### src/rtl/spi_arbiter.sv
// Round-robin sequencer that shares one SPI engine between NREQ requesters.
// It owns the chip selects and the start/done handshake, plus the setup, guard and timeout intervals.
module spi_arbiter #(
  parameter int NREQ      = 4,
  parameter int DW        = 16,
  parameter int SETUP_CYC = 1,
  parameter int GUARD_CYC = 2,
  parameter int TIMEOUT   = 64
) (
  input  logic               clk,
  input  logic               reset_l,
  input  logic [NREQ-1:0]    req,
  input  logic [NREQ*DW-1:0] req_data,
  output logic [NREQ-1:0]    gnt,
  output logic [NREQ-1:0]    done,
  output logic [NREQ-1:0]    err,
  output logic               spi_start,
  output logic [DW-1:0]      spi_word,
  input  logic               spi_busy,
  input  logic               spi_done,
  output logic [NREQ-1:0]    dev_cs_l,
  output logic               busy
);

  // state    | meaning
  // ST_IDLE  | no transfer; arbitrate pending requests
  // ST_SETUP | cs low, counting setup, then waiting for an idle engine
  // ST_WAIT  | engine launched; waiting for spi_done or timeout
  // ST_GUARD | all cs high for GUARD_CYC cycles before the next arbitration
  typedef enum logic [1:0] {ST_IDLE, ST_SETUP, ST_WAIT, ST_GUARD} state_t;

  localparam int M1      = (SETUP_CYC > GUARD_CYC) ? SETUP_CYC : GUARD_CYC;
  localparam int CNT_MAX = (TIMEOUT > M1) ? TIMEOUT : M1;
  localparam int CW      = $clog2(CNT_MAX + 1);
  localparam int LW      = $clog2(NREQ);

  localparam logic [CW-1:0] SETUP_LD = CW'(SETUP_CYC);
  localparam logic [CW-1:0] GUARD_LD = CW'(GUARD_CYC - 1);
  localparam logic [CW-1:0] TO_LAST  = CW'((TIMEOUT > 0) ? TIMEOUT - 1 : 0);
  localparam logic [LW-1:0] LAST_RST = LW'(NREQ - 1);

  state_t            state_q, state_d;
  logic [CW-1:0]     cnt_q, cnt_d;
  logic [LW-1:0]     last_q, last_d;
  logic [DW-1:0]     word_q, word_d;
  logic [NREQ-1:0]   cs_q, cs_d;
  logic [NREQ-1:0]   gnt_q, gnt_d;
  logic [NREQ-1:0]   done_q, done_d;
  logic [NREQ-1:0]   err_q, err_d;
  logic              start_q, start_d;
  logic              busy_q, busy_d;

  logic              found;
  logic [LW-1:0]     win;
  int                idx;

  // Rotating priority: first set request after the previous winner.
  always_comb begin
    found = 1'b0;
    win   = last_q;
    idx   = 0;
    for (int k = 1; k <= NREQ; k++) begin
      idx = int'(last_q) + k;
      if (idx >= NREQ) idx = idx - NREQ;
      if (!found && req[LW'(idx)]) begin
        found = 1'b1;
        win   = LW'(idx);
      end
    end
  end

  always_comb begin
    state_d = state_q;
    cnt_d   = cnt_q;
    last_d  = last_q;
    word_d  = word_q;
    cs_d    = cs_q;
    gnt_d   = '0;
    done_d  = '0;
    err_d   = '0;
    start_d = 1'b0;
    case (state_q)
      ST_IDLE: begin
        if (found) begin
          gnt_d[win] = 1'b1;
          word_d     = req_data[int'(win)*DW +: DW];
          cs_d       = '1;
          cs_d[win]  = 1'b0;
          last_d     = win;
          cnt_d      = SETUP_LD;
          state_d    = ST_SETUP;
        end
      end
      ST_SETUP: begin
        if (cnt_q != '0) begin
          cnt_d = cnt_q - 1'b1;
        end else if (!spi_busy) begin
          start_d = 1'b1;
          cnt_d   = '0;
          state_d = ST_WAIT;
        end
      end
      ST_WAIT: begin
        // Completion takes precedence over a timeout on the same edge.
        if (spi_done) begin
          done_d[last_q] = 1'b1;
          cs_d           = '1;
          cnt_d          = GUARD_LD;
          state_d        = ST_GUARD;
        end else if (TIMEOUT > 0 && cnt_q == TO_LAST) begin
          err_d[last_q] = 1'b1;
          cs_d          = '1;
          cnt_d         = GUARD_LD;
          state_d       = ST_GUARD;
        end else if (cnt_q != '1) begin
          cnt_d = cnt_q + 1'b1;
        end
      end
      ST_GUARD: begin
        if (cnt_q == '0) state_d = ST_IDLE;
        else             cnt_d   = cnt_q - 1'b1;
      end
      default: state_d = ST_IDLE;
    endcase
    busy_d = (state_d != ST_IDLE);
  end

  always_ff @(posedge clk or negedge reset_l) begin
    if (!reset_l) begin
      state_q <= ST_IDLE;
      cnt_q   <= '0;
      last_q  <= LAST_RST;
      word_q  <= '0;
      cs_q    <= '1;
      gnt_q   <= '0;
      done_q  <= '0;
      err_q   <= '0;
      start_q <= 1'b0;
      busy_q  <= 1'b0;
    end else begin
      state_q <= state_d;
      cnt_q   <= cnt_d;
      last_q  <= last_d;
      word_q  <= word_d;
      cs_q    <= cs_d;
      gnt_q   <= gnt_d;
      done_q  <= done_d;
      err_q   <= err_d;
      start_q <= start_d;
      busy_q  <= busy_d;
    end
  end

  assign gnt       = gnt_q;
  assign done      = done_q;
  assign err       = err_q;
  assign spi_start = start_q;
  assign spi_word  = word_q;
  assign dev_cs_l  = cs_q;
  assign busy      = busy_q;

endmodule

### config.mk
export PLATFORM = sky130hd
export DESIGN_NAME = spi_arbiter
export DESIGN_NICKNAME = d
export VERILOG_FILES = /design/src/rtl/spi_arbiter.sv
export SDC_FILE = /design/constraint.sdc
export NUM_CORES = 1
export LEC_CHECK = 0
export CORE_UTILIZATION = 30
export DETAILED_ROUTE_END_ITERATION = 12
export SLEW_MARGIN = 10
export SYNTH_ARGS = -nofsm -noshare
export SYNTH_HDL_FRONTEND = slang
export SYNTH_SLANG_ARGS = --single-unit
### constraint.sdc
create_clock -name clk -period 4.9 [get_ports clk]
set_input_delay 1.225 -clock clk [delete_from_list [all_inputs] [get_ports clk]]
set_output_delay 1.225 -clock clk [all_outputs]
set_load 0.1 [all_outputs]
Word level (Yosys, flattened, before mapping)

Cells that the tools add are included.

Register bits after elaboration: 45

Reduce and logical (&&, ||, !) cells: 16
Mux-type cells: 57
Bitwise gates (word level): 1
Eq/ne operators: 10
$lt $le $gt $ge: 12
Shift-type cells: 1
Add/sub/neg operators: 10

Operators with widths:

| cell                                                                  | number |
|---|---|
| 64-bit by 7-bit variable part select with 16-bit output               | 1 |
| 7-bit 2-to-1 mux                                                      | 7 |
| 4-bit 2-to-1 mux                                                      | 10 |
| 2-bit 2-to-1 mux                                                      | 14 |
| 7-bit one-hot mux with 4 select lines                                 | 1 |
| 1-bit 2-to-1 mux                                                      | 17 |
| 2-bit by 4-bit < comparator with 1-bit output (second input constant) | 4 |
| 3-bit >= comparator (second input constant)                           | 3 |
| 1-bit binary-select mux with 2-bit select                             | 4 |
| 2-bit one-hot mux with 4 select lines                                 | 1 |
| 4-bit one-hot mux with 2 select lines                                 | 1 |
| 2-bit by 1-bit subtractor with 2-bit output (second input constant)   | 4 |
| 7-bit by 1-bit adder with 7-bit output (second input constant)        | 1 |
| 7-bit by 6-bit == test with 1-bit output (second input constant)      | 1 |
| 7-bit zero test                                                       | 1 |
| 7-bit inequality test (second input constant)                         | 1 |
| 7-bit nonzero test                                                    | 1 |
| 7-bit by 1-bit subtractor with 7-bit output (second input constant)   | 1 |
| 2-bit by 2-bit adder with 3-bit output (second input constant)        | 2 |
| 2-bit by 3-bit < comparator with 1-bit output (second input constant) | 2 |
| 3-bit inequality test (second input constant)                         | 2 |
| 1-bit logical AND                                                     | 5 |
| 2-bit by 3-bit adder with 4-bit output (second input constant)        | 1 |
| 1-bit demux with 2-bit select                                         | 2 |
| other kinds (14)                                                      | 20 |

Depth between registers and ports, before layout

Gate-level depths: netlist (run 1).

Word-level depth: 23
Depth in mapped cells: 12

Worst setup path after synthesis (run 1)

OpenSTA, ideal clock, no wires.

Path kind: input-to-reg
Start: input port req[0]
End: register word_q[10] (netlist: spi_word[10])
Data arrival time: 2892 ps
Setup slack: 1908 ps
Library setup time: 99 ps
Cell stages on the path: 10
Cells stage by stage: clkbuf_2 > mux2i_1 > o21ai_0 > and3_1 > buf_2 > or2_1 > buf_6 > buf_6 > mux2i_1 > a311oi_1

Longest elaborated chain between the ends: 14
Elaborated cells on any way between the ends: 28
Those cells by class: 1 x shift; 20 x mux; 7 x reduce/logical

Ends and longest elaborated chain:

| item                                                                                           | line | text |
|---|---|---|
| from (decl)                                                                                    | 12   | `input logic [NREQ-1:0] req,` |
| 1-bit binary-select mux with 2-bit select                                                      | 65   | `if (!found && req[LW'(idx)]) begin` |
| 1-bit 2-to-1 mux (not written as such) (2 in series)                                           | 65   |  |
| 1-bit 2-to-1 mux                                                                               | 65   |  |
| 1-bit zero test                                                                                | 65   |  |
| 1-bit logical AND                                                                              | 65   |  |
| 1-bit 2-to-1 mux                                                                               | 65   |  |
| 1-bit zero test                                                                                | 65   |  |
| 1-bit logical AND                                                                              | 65   |  |
| 1-bit 2-to-1 mux                                                                               | 65   |  |
| 1-bit zero test                                                                                | 65   |  |
| 1-bit logical AND                                                                              | 65   |  |
| 2-bit 2-to-1 mux or 1-bit 2-to-1 mux (tied branches)                                           | 65   |  |
| 64-bit by 7-bit variable part select with 16-bit output or 2-bit AND reduction (tied branches) | --   |  |
| to (signal assigned)                                                                           | 144  | `word_q <= word_d;` |
| to (decl)                                                                                      | 45   | `logic [DW-1:0] word_q, word_d;` |

Several ways; a longest one is shown, not always the timed one. The select of a mux whose other input is x is not followed.
A chain may end at the register's enable or synchronous reset.

Final worst setup path (run 1)

Start: input port req[2]
End: register word_q[11] (netlist: spi_word[11])

The elaborated chain is that of the path after synthesis.

==> results.sh, run 1 <==
export IMPL_die_area_um2=9665
export IMPL_worst_pin_slew_ps=1044
export IMPL_yosysUniqueCellTypes=54
export IMPL_final_nets=455
export IMPL_power_density_nw_per_um2=664.8
export IMPL_wl_per_cell_um=16.00
export IMPL_postCtsHoldBufs=0
export IMPL_row_count=34
export IMPL_leakagePower_nw=1.589
export IMPL_grt_pass1_vias=2542
export IMPL_wl_mm=7.776
export IMPL_seq_area_frac_synth_pct=40.74
export IMPL_cpMostUsedCell="mux2i_1"
export IMPL_period_needed_ps=3821
export IMPL_portBuffers=105
export IMPL_violations="design-rule violations"
export IMPL_avgSynthCellArea_um2=9.730
export IMPL_io_pins=106
export IMPL_fp_dieW_um=98.31
export IMPL_vias_per_cell=5.399
export IMPL_post_cts_setup_buffer_count=0
export IMPL_hold_violations=0
export IMPL_post_route_drc_count=4
export IMPL_core_um2=8848
export IMPL_cap_violations=0
export IMPL_cp_start_kind="input pin"
export IMPL_cts_path_max_buffers=2
export IMPL_vias=2624
export IMPL_synth_top_area_share_pct=35.07
export IMPL_clkSinkCount=45
export IMPL_crit_family="buffers and inverters"
export IMPL_cts_tree="yes"
export IMPL_maxSlewViolCount=0
export IMPL_grt_use_total_pct=16.64
export IMPL_yosysWarnings=0
export IMPL_syn_num_nets=364
export IMPL_grt_max_degree=46
export IMPL_slowest_stage="o41ai_4"
export IMPL_crit_chain="clkdlybuf4s50_1, mux2i_1, o41ai_4, or2_1, buf_4, mux2i_1, a311oi_1"
export IMPL_rsz0062_at_grt="no"
export IMPL_yosysTopAreaCell="dfrtp_1"
export IMPL_dpl_cell_area_um2=3861
export IMPL_h_tree_depth=2
export IMPL_netlist_area_um2=2783
export IMPL_status="finished, violations left"
export IMPL_synthArstFlopShare_pct=100.0
export IMPL_place_hpwl_mm=5.867
export IMPL_worst_ep_arrival_time_ps=3950
export IMPL_route_antenna_remaining_nets=0
export IMPL_final_common_cell="clkdlybuf4s50_1"
export IMPL_stdcell_area_um2=3945
export IMPL_crit_type="input pin to register"
export IMPL_die_h_um=98.31
export IMPL_final_util_pct=44.58
export IMPL_syn_to_final_growth_pct=41.77
export IMPL_clk_pin_slew_ps=90
export IMPL_synth_edff_count=0
export IMPL_worstPathRequired_ps=5030
export IMPL_ir_drop_uv=433.9
export IMPL_dr_pass1_iters=8
export IMPL_gp_congestion=0.8531
export IMPL_critPathMaxStageDelay_ps=780
export IMPL_final_setup_tns_ps=0
export IMPL_synth_seq_cells=45
export IMPL_slew_headroom_pct=30.16
export IMPL_crit_path_end_kind="register"
export IMPL_cts_made_buffers=5
export IMPL_skew_ps=12.76
export IMPL_postSynthCellCount=286
export IMPL_antenna_found_initial=0
export IMPL_drtIter0Drc=96
export IMPL_antenna_cells=0
export IMPL_clk_latency_ps=300
export IMPL_cp_max_fo=18
export IMPL_overflow=0
export IMPL_path_buf_inv=2
export IMPL_drive_gt1_share_pct=7.672
export IMPL_power_mw=2.623
export IMPL_whs_ps=502.6
export IMPL_final_cell_mix="104 x clkdlybuf4s50_1, 39 x dfrtp_1, 38 x nor2_1"
export IMPL_root_buffer="clkbuf_8"
export IMPL_grt_pass1_wl_mm=12.81
export IMPL_cts_resized=0
export IMPL_period_share_pct=77.97
export IMPL_yosys_top_cells_area="dfrtp_1 35%, mux2i_1 6.8%, dfstp_2 5.7%"
export IMPL_hold_class="register to register"
export IMPL_setup_viol=0
export IMPL_initial_core_util_pct=31.45
export IMPL_fillers=840
export IMPL_synthFlopType="dfrtp_1"
export IMPL_fmax_ghz=0.2617
## layout make-up
class                      count  area (µm²)  area share [%]
tap                          108       135.1           3.425
multi-input combinational    210        1498           37.96
clock buffer                   7       76.32           1.935
sequential                    45        1134           28.73
clock inverter                 1       7.507          0.1903
inverter                       7       26.28          0.6660
timing repair buffer         108        1069           27.09
## cells in the mapped netlist (3+ instances only)
cell / n
nand2_1: 5
mux2i_1: 19
a311oi_1: 16
ha_1: 6
buf_2: 9
nor2_1: 38
clkbuf_1: 11
dfrtp_1: 39
or4_1: 3
nand3_1: 3
dfstp_2: 6
buf_6: 3
o21ai_0: 14
nand2b_1: 3
nor3_1: 8
a22oi_1: 3
o21a_1: 19
and3_1: 14
inv_1: 6
a21oi_1: 8
a2111oi_0: 16
## worst paths after layout
kind                             start  depth (start not counted)  slack (ps)      endpoint
max in group asynchronous      reset_l                          1        3160        gnt[3]
setup / recovery                req[2]                          7        1080  spi_word[11]
hold / removal             dev_cs_l[3]                          2         500   dev_cs_l[3]
setup reg to reg             last_q[0]                          8        1430  spi_word[11]
hold reg to reg            dev_cs_l[3]                          2         500   dev_cs_l[3]
min in group asynchronous      reset_l                          1        1110       done[0]
## worst reg2reg max path: stages (launching register included)
cell	delay, ps
dfstp_2	670
inv_1	130
ha_1	460
inv_2	100
o41ai_4	870
or2_1	400
buf_4	330
mux2i_1	250
a311oi_1	110
## sequential cells by signal (all words and copies together) (netlist names)
| register | flops |
|---|---|
| spi_word | 16 |
| cnt_q | 7 |
| dev_cs_l | 4 |
| done | 4 |
| err | 4 |
| gnt | 4 |
| last_q | 2 |
| state_q | 2 |
| busy | 1 |
| spi_start | 1 |
## metal layers
metal  GRT usage (%)  share of wire (%)
met5               0                  0
met4           4.018               0.98
met3           5.225                9.2
met2           26.22                 46
met1           22.24                 44
## power breakdown
part / internal (mW) / switching [mW] / total (mW)
clock: 0.101 / 0.124 / 0.225
sequential: 0.519 / 0.130 / 0.648
combinational: 0.538 / 1.21 / 1.75
## cells by family after synthesis
logic type / count (synthesis) / share of synthesized area [%]
AND/OR/NAND/NOR: 86 / 16.14
flip-flops: 45 / 40.74
AO/OA/AOI/OAI: 97 / 27.43
multiplexers: 20 / 7.239
adder cells (fa/ha/maj): 6 / 2.698
XOR/XNOR: 1 / 0.3148
buffers and inverters: 31 / 5.440
## through the flow
step | std cells | worst slack [ps]
after floorplan | 286 | 1908
after global placement | 478 | 844.0
after detailed placement | 478 | 743.1
after CTS | 486 | 1055
after global routing | 486 | 789.3
final | 486 | 1079
No activity file was read; power rests on OpenSTA's default activity.
==> inputs of run 2 (changes only) <==
==> constraint.sdc (replaced) <==
create_clock -name clk -period 3.1 [get_ports clk]
set_input_delay 0.775 -clock clk [delete_from_list [all_inputs] [get_ports clk]]
set_output_delay 0.775 -clock clk [all_outputs]
set_load 0.1 [all_outputs]
==> results.sh, run 2 (synthesis results as in run 1) <==
export IMPL_cts_path_max_buffers=2
export IMPL_post_cts_setup_buffer_count=0
export IMPL_rsz0062_at_grt="no"
export IMPL_post_route_drc_count=1
export IMPL_ir_drop_uv=765.0
export IMPL_path_buf_inv=2
export IMPL_clkSinkCount=45
export IMPL_seqCellArea_um2=1134
export IMPL_wl_per_cell_um=15.78
export IMPL_crit_type="register to register"
export IMPL_period_share_pct=90.72
export IMPL_violations="design-rule violations"
export IMPL_final_nets=470
export IMPL_route_antenna_remaining_nets=0
export IMPL_initial_core_util_pct=31.45
export IMPL_crit_chain="inv_1, ha_1, mux2_2, o221ai_2, o41ai_4, buf_4, o21a_1, a2111oi_0, a311oi_1"
export IMPL_fmax_ghz=0.3556
export IMPL_worst_pin_slew_ps=572.2
export IMPL_portBuffers=105
export IMPL_largest_register_ffs=16
export IMPL_fp_dieW_um=98.31
export IMPL_die_area_um2=9665
export IMPL_grt_pass1_wl_mm=12.99
export IMPL_final_setup_tns_ps=0
export IMPL_drtIter0Drc=113
export IMPL_drive_gt1_share_pct=20.10
export IMPL_grt_pass1_vias=2679
export IMPL_die_h_um=98.31
export IMPL_critPathMaxStageDelay_ps=540
export IMPL_place_hpwl_mm=5.986
export IMPL_clk_latency_ps=300
export IMPL_cts_made_buffers=5
export IMPL_wl_mm=7.905
export IMPL_status="finished, violations left"
export IMPL_cts_tree="yes"
export IMPL_h_tree_depth=2
export IMPL_cts_resized=0
export IMPL_dpl_cell_area_um2=3914
export IMPL_root_buffer="clkbuf_8"
export IMPL_slew_headroom_pct=61.72
export IMPL_dr_pass1_iters=10
export IMPL_stdcell_area_um2=4030
export IMPL_final_util_pct=45.55
export IMPL_setup_viol=0
export IMPL_worstPathRequired_ps=3270
export IMPL_cp_start_kind="register"
export IMPL_hold_class="input pin to asynchronous set/reset pin"
export IMPL_postCtsHoldBufs=0
export IMPL_slowest_stage="dfstp_2"
export IMPL_crit_family="compound AO/OA/AOI/OAI gates"
export IMPL_row_count=34
export IMPL_syn_to_final_growth_pct=44.83
export IMPL_fillers=845
export IMPL_overflow=0
export IMPL_multi_input_area_um2=1498
export IMPL_io_pins=106
export IMPL_clk_pin_slew_ps=90
export IMPL_crit_path_end_kind="register"
export IMPL_whs_ps=440.1
export IMPL_final_common_cell="clkdlybuf4s50_1"
export IMPL_leakagePower_nw=1.730
export IMPL_hold_violations=0
export IMPL_gp_congestion=0.8489
export IMPL_period_needed_ps=2812
export IMPL_skew_ps=15.86
export IMPL_grt_use_total_pct=16.85
export IMPL_cp_max_fo=16
export IMPL_grt_max_degree=38
export IMPL_core_um2=8848
export IMPL_power_density_nw_per_um2=1082
export IMPL_vias_per_cell=5.327
export IMPL_worst_ep_arrival_time_ps=2990
export IMPL_cap_violations=0
export IMPL_antenna_found_initial=0
export IMPL_maxSlewViolCount=0
export IMPL_antenna_cells=0
export IMPL_final_cell_mix="70 x clkdlybuf4s50_1, 50 x buf_4, 39 x dfrtp_1"
export IMPL_vias=2669
-- run 2: cell type report --
type | count | area share, %
clock buffers | 7 | 2.142
clock inverters | 1 | 0.7451
inverters | 7 | 0.6520
multi-input cells | 210 | 37.16
flip-flops and latches | 45 | 28.13
well taps | 108 | 3.353
repair buffers | 123 | 27.82
-- run 2: power breakdown --
part / internal (mW) / switching (mW)
clock network: 0.263 / 0.203
registers: 0.818 / 0.187
logic: 0.912 / 1.98
total: 1.99 / 2.37
-- run 2: stage by stage --
stage,instances,total power [mW],worst slack (ps)
after detailed placement,493,3.902,3.104
after floorplan,286,3.177,202.6
after CTS,501,4.376,274.2
after global routing,501,4.615,65.73
after global placement,493,3.877,133.2
final,501,4.360,287.8
-- run 2: routing by layer --
layer | share of wire, % | vias up | wire length (µm) | GRT usage, %
li1 | - | 1296 | - | -
met1 | 45 | 1239 | 3565 | 20.61
met2 | 46 | 128 | 3642 | 28.98
met3 | 7.9 | 6 | 624 | 4.581
met4 | 0.91 | 0 | 72 | 4.937
met5 | 0 | - | 0 | 0
-- run 2: worst paths after layout --
path,slack (ps),start,endpoint,cells past startpoint
worst max-delay path,290,last_q[1],spi_word[9],9
worst min-delay path,440,reset_l,gnt[0],1
worst min register to register,510,dev_cs_l[0],dev_cs_l[0],2
max in group asynchronous,1910,reset_l,last_q[0],2
min in group clk,510,dev_cs_l[0],dev_cs_l[0],2
worst max register to register,290,last_q[1],spi_word[9],9
